<file path="config.mk">
export PLATFORM = sky130hd
export DESIGN_NAME = mux_select_sequencer
export DESIGN_NICKNAME = d
export VERILOG_FILES = /design/src/rtl/mux_select_sequencer.sv
export SDC_FILE = /design/constraint.sdc
export NUM_CORES = 1
export LEC_CHECK = 0
export CAP_MARGIN = 5
export CELL_PAD_IN_SITES_DETAIL_PLACEMENT = 1
export CELL_PAD_IN_SITES_GLOBAL_PLACEMENT = 1
export CORE_MARGIN = 2
export CORE_UTILIZATION = 34
export CTS_CLUSTER_DIAMETER = 150
export DETAILED_ROUTE_END_ITERATION = 10
export GPL_TIMING_DRIVEN = 0
export HOLD_SLACK_MARGIN = 0.1
export PLACE_DENSITY_LB_ADDON = 0.1
export SLEW_MARGIN = 25
export SYNTH_ARGS = -nofsm -noshare
export SYNTH_HDL_FRONTEND = slang
export SYNTH_SLANG_ARGS = --single-unit
export TNS_END_PERCENT = 30
</file>
<file path="constraint.sdc">
create_clock -name clk -period 1.8 [get_ports clk]
set_clock_uncertainty 0.1 [all_clocks]
set_input_delay 0.36 -clock clk [delete_from_list [all_inputs] [get_ports clk]]
set_output_delay 0.36 -clock clk [all_outputs]
set_load 0.02 [all_outputs]
</file>
<file path="src/rtl/mux_select_sequencer.sv">
// Serializes a 4-bit word through a 4:1 mux by stepping its select, one bit per HOLD_CYCLES clocks.
// Optional feature: define MUX_SEQ_BACKPRESSURE_EN to add the out_ready stall input.
`timescale 1ns/1ps
module mux_select_sequencer #(
  parameter int HOLD_CYCLES = 1,
  parameter bit MSB_FIRST   = 1'b0
) (
  input  logic       clk,
  input  logic       rst,
  input  logic       in_valid,
  input  logic [3:0] in_data,
  output logic       in_ready,
  output logic [3:0] word_q,
  output logic [1:0] sel,
  output logic       bit_valid,
  output logic       last_bit,
  output logic       done
`ifdef MUX_SEQ_BACKPRESSURE_EN
  , input  logic     out_ready
`endif
);

  localparam int            CW        = $clog2(HOLD_CYCLES + 1);
  localparam logic [CW-1:0] HOLD_LAST = CW'(HOLD_CYCLES - 1);
  localparam logic [1:0]    FIRST_SEL = MSB_FIRST ? 2'd3 : 2'd0;

  typedef enum logic [1:0] {IDLE, SHIFT, DONE} state_t;

  state_t        state;
  logic [CW-1:0] hold_cnt;
  logic [1:0]    bit_idx;
  logic          advance;

`ifdef MUX_SEQ_BACKPRESSURE_EN
  assign advance = out_ready;
`else
  assign advance = 1'b1;
`endif

  // All outputs are registered; in_ready leaves reset high so IDLE accepts immediately.
  always_ff @(posedge clk or posedge rst) begin
    if (rst) begin
      state     <= IDLE;
      word_q    <= 4'd0;
      sel       <= FIRST_SEL;
      hold_cnt  <= '0;
      bit_idx   <= 2'd0;
      bit_valid <= 1'b0;
      last_bit  <= 1'b0;
      done      <= 1'b0;
      in_ready  <= 1'b1;
    end else begin
      done <= 1'b0;
      case (state)
        IDLE: begin
          if (in_valid && in_ready) begin
            word_q    <= in_data;
            sel       <= FIRST_SEL;
            bit_idx   <= 2'd0;
            hold_cnt  <= '0;
            bit_valid <= 1'b1;
            last_bit  <= 1'b0;
            in_ready  <= 1'b0;
            state     <= SHIFT;
          end
        end
        SHIFT: begin
          if (advance) begin
            if (hold_cnt == HOLD_LAST) begin
              hold_cnt <= '0;
              if (bit_idx == 2'd3) begin
                bit_valid <= 1'b0;
                last_bit  <= 1'b0;
                done      <= 1'b1;
                state     <= DONE;
              end else begin
                bit_idx  <= bit_idx + 2'd1;
                sel      <= MSB_FIRST ? sel - 2'd1 : sel + 2'd1;
                // last_bit tracks the bit_idx value being entered
                last_bit <= (bit_idx == 2'd2);
              end
            end else begin
              hold_cnt <= hold_cnt + CW'(1);
            end
          end
        end
        DONE: begin
          in_ready <= 1'b1;
          state    <= IDLE;
        end
        default: begin
          state <= IDLE;
        end
      endcase
    end
  end

endmodule

</file>
; ---- Word-level counts from Yosys, hierarchy flattened
; Index checks and enable logic that the tools add are counted.
[totals]
register_bits = 15
out_inout_bits = 10
wordCells = 56
[op_classes]
n_addsub = 3
eq_ne = 8
mux = 25
reduce_logical = 11
[op_table]
columns = cell, count
row1 = $mux W2, 8
row2 = $pmux W2 S2, 3
row3 = $mux W1, 10
row4 = $ne A2 B2 Y1 const B, 4
row5 = $pmux W1 S2, 4
row6 = $reduce_and A4 Y1, 2
row7 = $eq A2 B2 Y1 const B, 3
row8 = $reduce_and A2 Y1, 3
row9 = $reduce_and A3 Y1, 2
row10 = $add A2 B1 Y2 const B, 2
row11 = $reduce_bool A2 Y1, 2
row12 = $eq A2 B1 Y1 const B, 1
row13 = $logic_not A2 Y1, 1
row14 = $add A1 B1 Y1 const B, 1
row15 = $logic_and A1 B1 Y1, 1

; ---- Logic depth before layout (Yosys ltp)
; Gate-level depths: netlist (run 1).
[logic_depth]
word_depth = 4
ltp_mapped = 5
depth_no_buf = 5

; ---- Least setup slack after synthesis (run 1)
; OpenSTA, ideal clock, no wires.
[synth_timing]
kind = flip-flop to flip-flop
start = register in_ready
end = register word_q[0]
t_arrival_ns = 1.289
required_ns = 1.575
slack_ns = 0.286
stages_incl_launch_ff = 4
n_path_buf = 1
period_less_slack_ns = 1.514
path_cell_list = dfstp_2 -> nor4bb_1 -> buf_2 -> mux2_2
[synth_via]
elab_chain_len = 2
[synth_lines]
columns = element, line_no
row1 = from (decl), 12  ; output logic in_ready,
row2 = from (signal assigned), 51  ; in_ready <= 1'b1;
row3 = from (signal assigned), 63  ; in_ready <= 1'b0;
row4 = from (signal assigned), 88  ; in_ready <= 1'b1;
row5 = $logic_and A1 B1 Y1, 56  ; if (in_valid && in_ready) begin
row6 = $reduce_and A2 Y1 (no line), n/a
row7 = to (signal assigned), 57  ; word_q <= in_data;
row8 = to (decl), 13  ; output logic [3:0] word_q,
; No other way between the ends.
; A chain may end at the register's enable or synchronous reset.

; ---- Final worst setup path (run 1)
[layout_timing]
start = register sel[0]
end = output sel[0]
[layout_lines]
columns = element, line_no
row1 = from (decl), 14  ; output logic [1:0] sel,
row2 = from (signal assigned), 78  ; sel <= MSB_FIRST ? sel - 2'd1 : sel + 2'd1;
; No word-level cell between the ends.

==> flow_summary.ini, run 1 <==
[run_status]
status = completed

[worst_setup_path]
worst_ep_required_time_ns = 1.34
cp.arrival_ns = 1.29
endpoint_kind = primary output
path_buf_inv = 1
path_cells = clkdlybuf4s50_1
critPathTopFamily = buffers and inverters
reg2regPathDepth = 3
cp_max_fo = 3
r2r_slack_ns = 0.28
slowest_stage = clkdlybuf4s50_1
path_class = flip-flop to primary output
crit-reg2reg-launch = in_ready$_DFFE_PP1P_
critPathLaunchType = flip-flop
critPathMaxStageDelay_ns = 0.63
reg2reg_to = word_q[3]$_DFFE_PP0P_

[place]
portBuffers = 16
routabilityCongestion = 0.693
dp_hpwl_um = 840

[logic_synthesis]
synth-simple-area-share_pct = 8.00
ys_seq_elements = 14
synth.area.top_cells = dfrtp_1, mux2_2, ha_1
ys_seq_area_share_pct = 59.2
yosysTopAreaCell = dfrtp_1
synth_common_cells = dfrtp_1, inv_1, mux2_2
synth_flop_cell = dfrtp_1
synth_top_area_share_pct = 54.7
ys_types = 18
synthXorXnorAreaFrac_pct = 0
synth_top_family_by_area = multiplexers
syn_nets = 57
syn_avg_cell_area_um2 = 12.6
synth_mux_area_share_pct = 12.8
yosys_warnings = 0
synth_compound_gate_area_share_pct = 8.42
syn_area_um2 = 594
synth.most_common_cell = dfrtp_1
synth_edf_count = 0
synthArstFlopShare_pct = 100
synthAdderAreaFrac_pct = 6.32
postSynthCellCount = 47

[pwr]
p_seq_share_pct = 41.4
p_leak_nw = 0.387
power_frac_clock_pct = 14.0
p_sw_share_pct = 34.7
combPwrFrac_pct = 44.6
internal_power_uw = 825
pwr_density_cell_mw_per_mm2 = 1580
p_total_mw = 1.26
p_switching_uw = 439
irDropWorstVdd_mv = 0.680

[floorplan]
die-area_mm2 = 0.00210
coreArea_mm2 = 0.00169
io_pins = 17
row_count = 15
die_height_um = 45.8
start_util_pct = 35.2
dieWidth_um = 45.8

[clock_tree]
cts.sinks = 14
cts_tree = yes
clock_latency_ns = 0.27
post_cts_buffers = 0
hold_buffers = 0
cts-resized-gates = 1
root_buffer = clkbuf_4
clk_pin_slew_worst_paths_ns = 0.08
h-tree-depth = 1
clockBufferDepth = 2
cts_buffers = 3

[drt]
drt_iter0_drc = 0
ant_nets = 0
wl_per_cell_um = 12.9
drt-met1-wl_um = 504
top_layer_used = met4
viasPerCell = 4.81
vias = 404
dr_wl_met2_um = 502
wl_met3_um = 70
firstDrtPassIters = 1
drc = 0
routed_wirelength_mm = 1.09

[finish]
drive_gt1_share_pct = 19.4
diodes = 0
layout.nets = 78
syn_to_final_growth_pct = 34.7

[timing]
timing.fmax_ghz = 0.573
rsz0062_at_grt = false
maxSlewHeadroom_pct = 65.5
slew_viol_final = 0
hold_viol = 0
setup-tns-final_ns = 0
setup_violations = 0
min_period_ns = 1.75
min_period_over_period_pct = 97.0
tightest_slew_ns = 0.516

[flow_run]
drv_cap = 0

[global_routing]
grt_max_degree = 15
grt_pass1_wl_mm = 1.81
antenna_found_initial = 0
first_global_vias = 427
grt_remaining_overflow = 0
grt_use_total_pct = 12.7

[hold_path]
hp-class = primary input to async pin
==> layout by cell type (no fill, tap or decap) <==
cell type and count:
clkbuf_4 3, a21o_2 1, clkbuf_1 1, and2_1 1
dfrtp_1 13, buf_2 1, nor4bb_1 1, nand2b_1 1
mux2_2 5, a22o_1 1, nor2_1 1, o2bb2ai_1 1
ha_1 3, mux2i_1 2, inv_1 7, and2b_4 1
dlygate4sd2_1 1, o21ai_0 3, a21oi_2 1, clkdlybuf4s50_1 15
nand2_1 3, dfstp_2 1
==> state kept, by name, summed over array words and instances (netlist names) <==
name	flops
state	2
bit_valid	1
word_q	4
sel	2
done	1
bit_idx	2
last_bit	1
in_ready	1
==> area by class of cell <==
| type | count | area [um2] |
|---|---|---|
| Fill cell | 186 | 888 |
| Clock buffer | 4 | 26.3 |
| Sequential cell | 14 | 352 |
| Inverter | 7 | 26.3 |
| Multi-Input combinational cell | 25 | 211 |
| Timing Repair Buffer | 16 | 159 |
| Tap cell | 17 | 21.3 |
| Buffer | 1 | 5.00 |
==> metrics by stage <==
step	hold slack, ns	cell area (um2)	setup slack [ns]	std cells	util [%]
after global routing	0.348	801	0.00307	84	47.4
after detailed placement	0.366	776	-0.108	80	45.9
after CTS	0.340	801	0.0394	84	47.4
final	0.323	801	0.0545	84	47.4
after global placement	0.367	776	-0.129	80	45.9
after floorplan	0.149	594	0.286	47	-
==> power groups by stage <==
| stage | clock (mW) | sequential, mW | combinational [mW] |
|---|---|---|---|
| finish | 0.177 | 0.524 | 0.564 |
| detailed placement | 0 | 0.534 | 0.577 |
| floorplan | 0 | 0.630 | 0.227 |
| CTS | 0.188 | 0.528 | 0.574 |
| global placement | 0 | 0.529 | 0.562 |
| global route | 0.205 | 0.547 | 0.616 |
==> worst max path at each step <==
stage,start,endpoint,slack (ns),cells after the start
after global routing,sel[1]$_DFFE_PP0P_,sel[1],0.003,1
final,sel[0]$_DFFE_PP0P_,sel[0],0.05,1
after CTS,sel[0]$_DFFE_PP0P_,sel[0],0.04,1
after floorplan,in_ready$_DFFE_PP1P_,word_q[0]$_DFFE_PP0P_,0.29,3
after detailed placement,in_valid,word_q[3]$_DFFE_PP0P_,-0.11,4
after global placement,in_valid,word_q[3]$_DFFE_PP0P_,-0.13,4
==> layer usage <==
layer  up-vias  global-route usage [%]
li1        193                       -
met1       195                    15.3
met2        14                    20.6
met3         2                    3.57
met4         0                    6.86
met5         -                       0
==> cells by family (layout without fill, tap and decap cells) <==
logic type / count (synthesis) / count (layout)
AOI/OAI and AO/OA: 7 / 7
muxes: 7 / 7
buffers and inverters: 8 / 28
DFF: 14 / 14
adders and majority gates: 3 / 3
and+or+nand+nor: 8 / 8
No activity file was read; power rests on OpenSTA's default activity.
==> inputs of run 2 (changes only) <==
--- a/config.mk
+++ b/config.mk
@@ -12,7 +12,6 @@
 export CORE_UTILIZATION = 34
 export CTS_CLUSTER_DIAMETER = 150
 export DETAILED_ROUTE_END_ITERATION = 10
-export GPL_TIMING_DRIVEN = 0
 export HOLD_SLACK_MARGIN = 0.1
 export PLACE_DENSITY_LB_ADDON = 0.1
 export SLEW_MARGIN = 25
==> run 2 against run 1 <==
Clock-buffer cell count unchanged. Register-to-register slack better by 0.03 ns. Cell count up 1.2%. First-iteration DRC count up 1. Routed wire length up 4.3%. Critical path type unchanged. Largest cell class unchanged. Largest power group unchanged. Highest routed layer unchanged.
==> flow_summary.ini, run 2 (synthesized netlist as in run 1, its figures left out) <==
[pwr]
p_seq_share_pct = 40.1
internal_power_uw = 861
irDropWorstVdd_mv = 0.738
p_switching_uw = 454
combPwrFrac_pct = 42.7
p_sw_share_pct = 34.5
power_frac_clock_pct = 17.2
p_total_mw = 1.31
pwr_density_cell_mw_per_mm2 = 1590
p_leak_nw = 0.420

[worst_setup_path]
critPathTopFamily = buffers and inverters
slowest_stage = clkdlybuf4s50_1
worst_ep_required_time_ns = 1.34
path_class = flip-flop to primary output
reg2reg_to = word_q[3]$_DFFE_PP0P_
cp.arrival_ns = 1.27
crit-reg2reg-launch = in_ready$_DFFE_PP1P_
path_buf_inv = 1
path_cells = clkdlybuf4s50_1
reg2regPathDepth = 3
critPathMaxStageDelay_ns = 0.61
cp_max_fo = 2
r2r_slack_ns = 0.31
critPathLaunchType = flip-flop
endpoint_kind = primary output

[clock_tree]
clk_pin_slew_worst_paths_ns = 0.08
cts_tree = yes
h-tree-depth = 1
cts_buffers = 3
hold_buffers = 0
clock_latency_ns = 0.28
clockBufferDepth = 2
root_buffer = clkbuf_4
cts.sinks = 14

[timing]
timing.fmax_ghz = 0.579
hold_viol = 0
rsz0062_at_grt = false
hold_ws_ns = 0.308
maxSlewHeadroom_pct = 65.1
min_period_ns = 1.73
min_period_over_period_pct = 95.9
slew_viol_final = 0
tightest_slew_ns = 0.522
setup_violations = 0

[drt]
routed_wirelength_mm = 1.13
vias = 412
ant_nets = 0
firstDrtPassIters = 4
viasPerCell = 4.85
drt_iter0_drc = 1
wl_per_cell_um = 13.3
drc = 0

[global_routing]
grt_remaining_overflow = 0
antenna_found_initial = 0
first_global_vias = 442
grt_max_degree = 15
grt_use_total_pct = 14.1
grt_pass1_wl_mm = 2.02

[finish]
largest_reg_flops = 4
diodes = 0
largest-register = word_q
drive_gt1_share_pct = 22.1
layout.cells.most_common_list = dfrtp_1, clkdlybuf4s50_1, inv_1
fill_cells = 187
syn_to_final_growth_pct = 38.9
final_util_pct = 48.9
layout.nets = 79

[floorplan]
coreArea_mm2 = 0.00169
start_util_pct = 35.2
io_pins = 17
dieWidth_um = 45.8
die_height_um = 45.8
row_count = 15
die-area_mm2 = 0.00210

[place]
portBuffers = 16
routabilityCongestion = 0.647
dp_hpwl_um = 853

[run_status]
status = completed

[hold_path]
hp-class = primary input to async pin

[flow_run]
drv_cap = 0
-- run 2: cell types whose count changed in the layout (fill, tap and decap cells not counted) --
cell,delta
buf_2,-1
dlymetal6s2s_1,+2
clkbuf_8,+1
clkbuf_1,-1
buf_4,+2
clkdlybuf4s50_1,-2
-- run 2: stage by stage --
step	instance area, um2	cells	TNS [ns]	setup WS [ns]
after floorplan	594	47	0	0.286
after CTS	821	85	0	0.0195
after detailed placement	786	81	-0.306	-0.0776
after global placement	786	81	-0.242	-0.0579
after global routing	826	85	0	0.0254
final	826	85	0	0.0734
-- run 2: worst register-to-register path: cells and delay by family (launching register included) --
| kind | cells | cell delay [ns] |
|---|---|---|
| buffers and inverters | 1 | 0.20 |
| flip-flops | 1 | 0.54 |
| multiplexers | 1 | 0.34 |
| AND/OR/NAND/NOR | 1 | 0.21 |
-- run 2: final cells by class --
class	instances	area [um2]	area share [%]
clock buffer	4	36.3	4.39
multi-input combinational	25	211	25.6
sequential	14	352	42.6
tap	17	21.3	2.58
inverter	7	26.3	3.18
timing repair buffer	18	179	21.7
-- run 2: how the worst max path moves through the flow --
stage / endpoint / cells past startpoint / from
after floorplan: word_q[0]$_DFFE_PP0P_ / 3 / in_ready$_DFFE_PP1P_
after global placement: word_q[0]$_DFFE_PP0P_ / 4 / in_valid
after detailed placement: word_q[0]$_DFFE_PP0P_ / 4 / in_valid
after CTS: sel[0] / 1 / sel[0]$_DFFE_PP0P_
after global routing: last_bit / 1 / last_bit$_DFFE_PP0P_
final: word_q[0] / 1 / word_q[0]$_DFFE_PP0P_
-- run 2: per-layer routing --
metal | global-route usage, % | share of wire [%] | vias up
li1 | - | - | 195
met1 | 18.3 | 44 | 197
met2 | 20.6 | 45 | 15
met3 | 3.17 | 7.8 | 5
met4 | 10.3 | 3.0 | 0
met5 | 0 | 0 | -
-- run 2: power groups by stage --
stage               Sequential (mW)  Clock, mW  Combinational [mW]
global placement              0.534          0               0.565
finish                        0.527      0.226               0.562
detailed placement            0.536          0               0.576
floorplan                     0.630          0               0.227
CTS                           0.530      0.237               0.577
global route                  0.551      0.246               0.624
-- run 2: timing repair --
item,in CTS,in global routing
endpoints found under the setup margin,1,2
buffers inserted,0,0
pin swaps,0,0
resized for setup,1,2
hold endpoints to repair,0,0
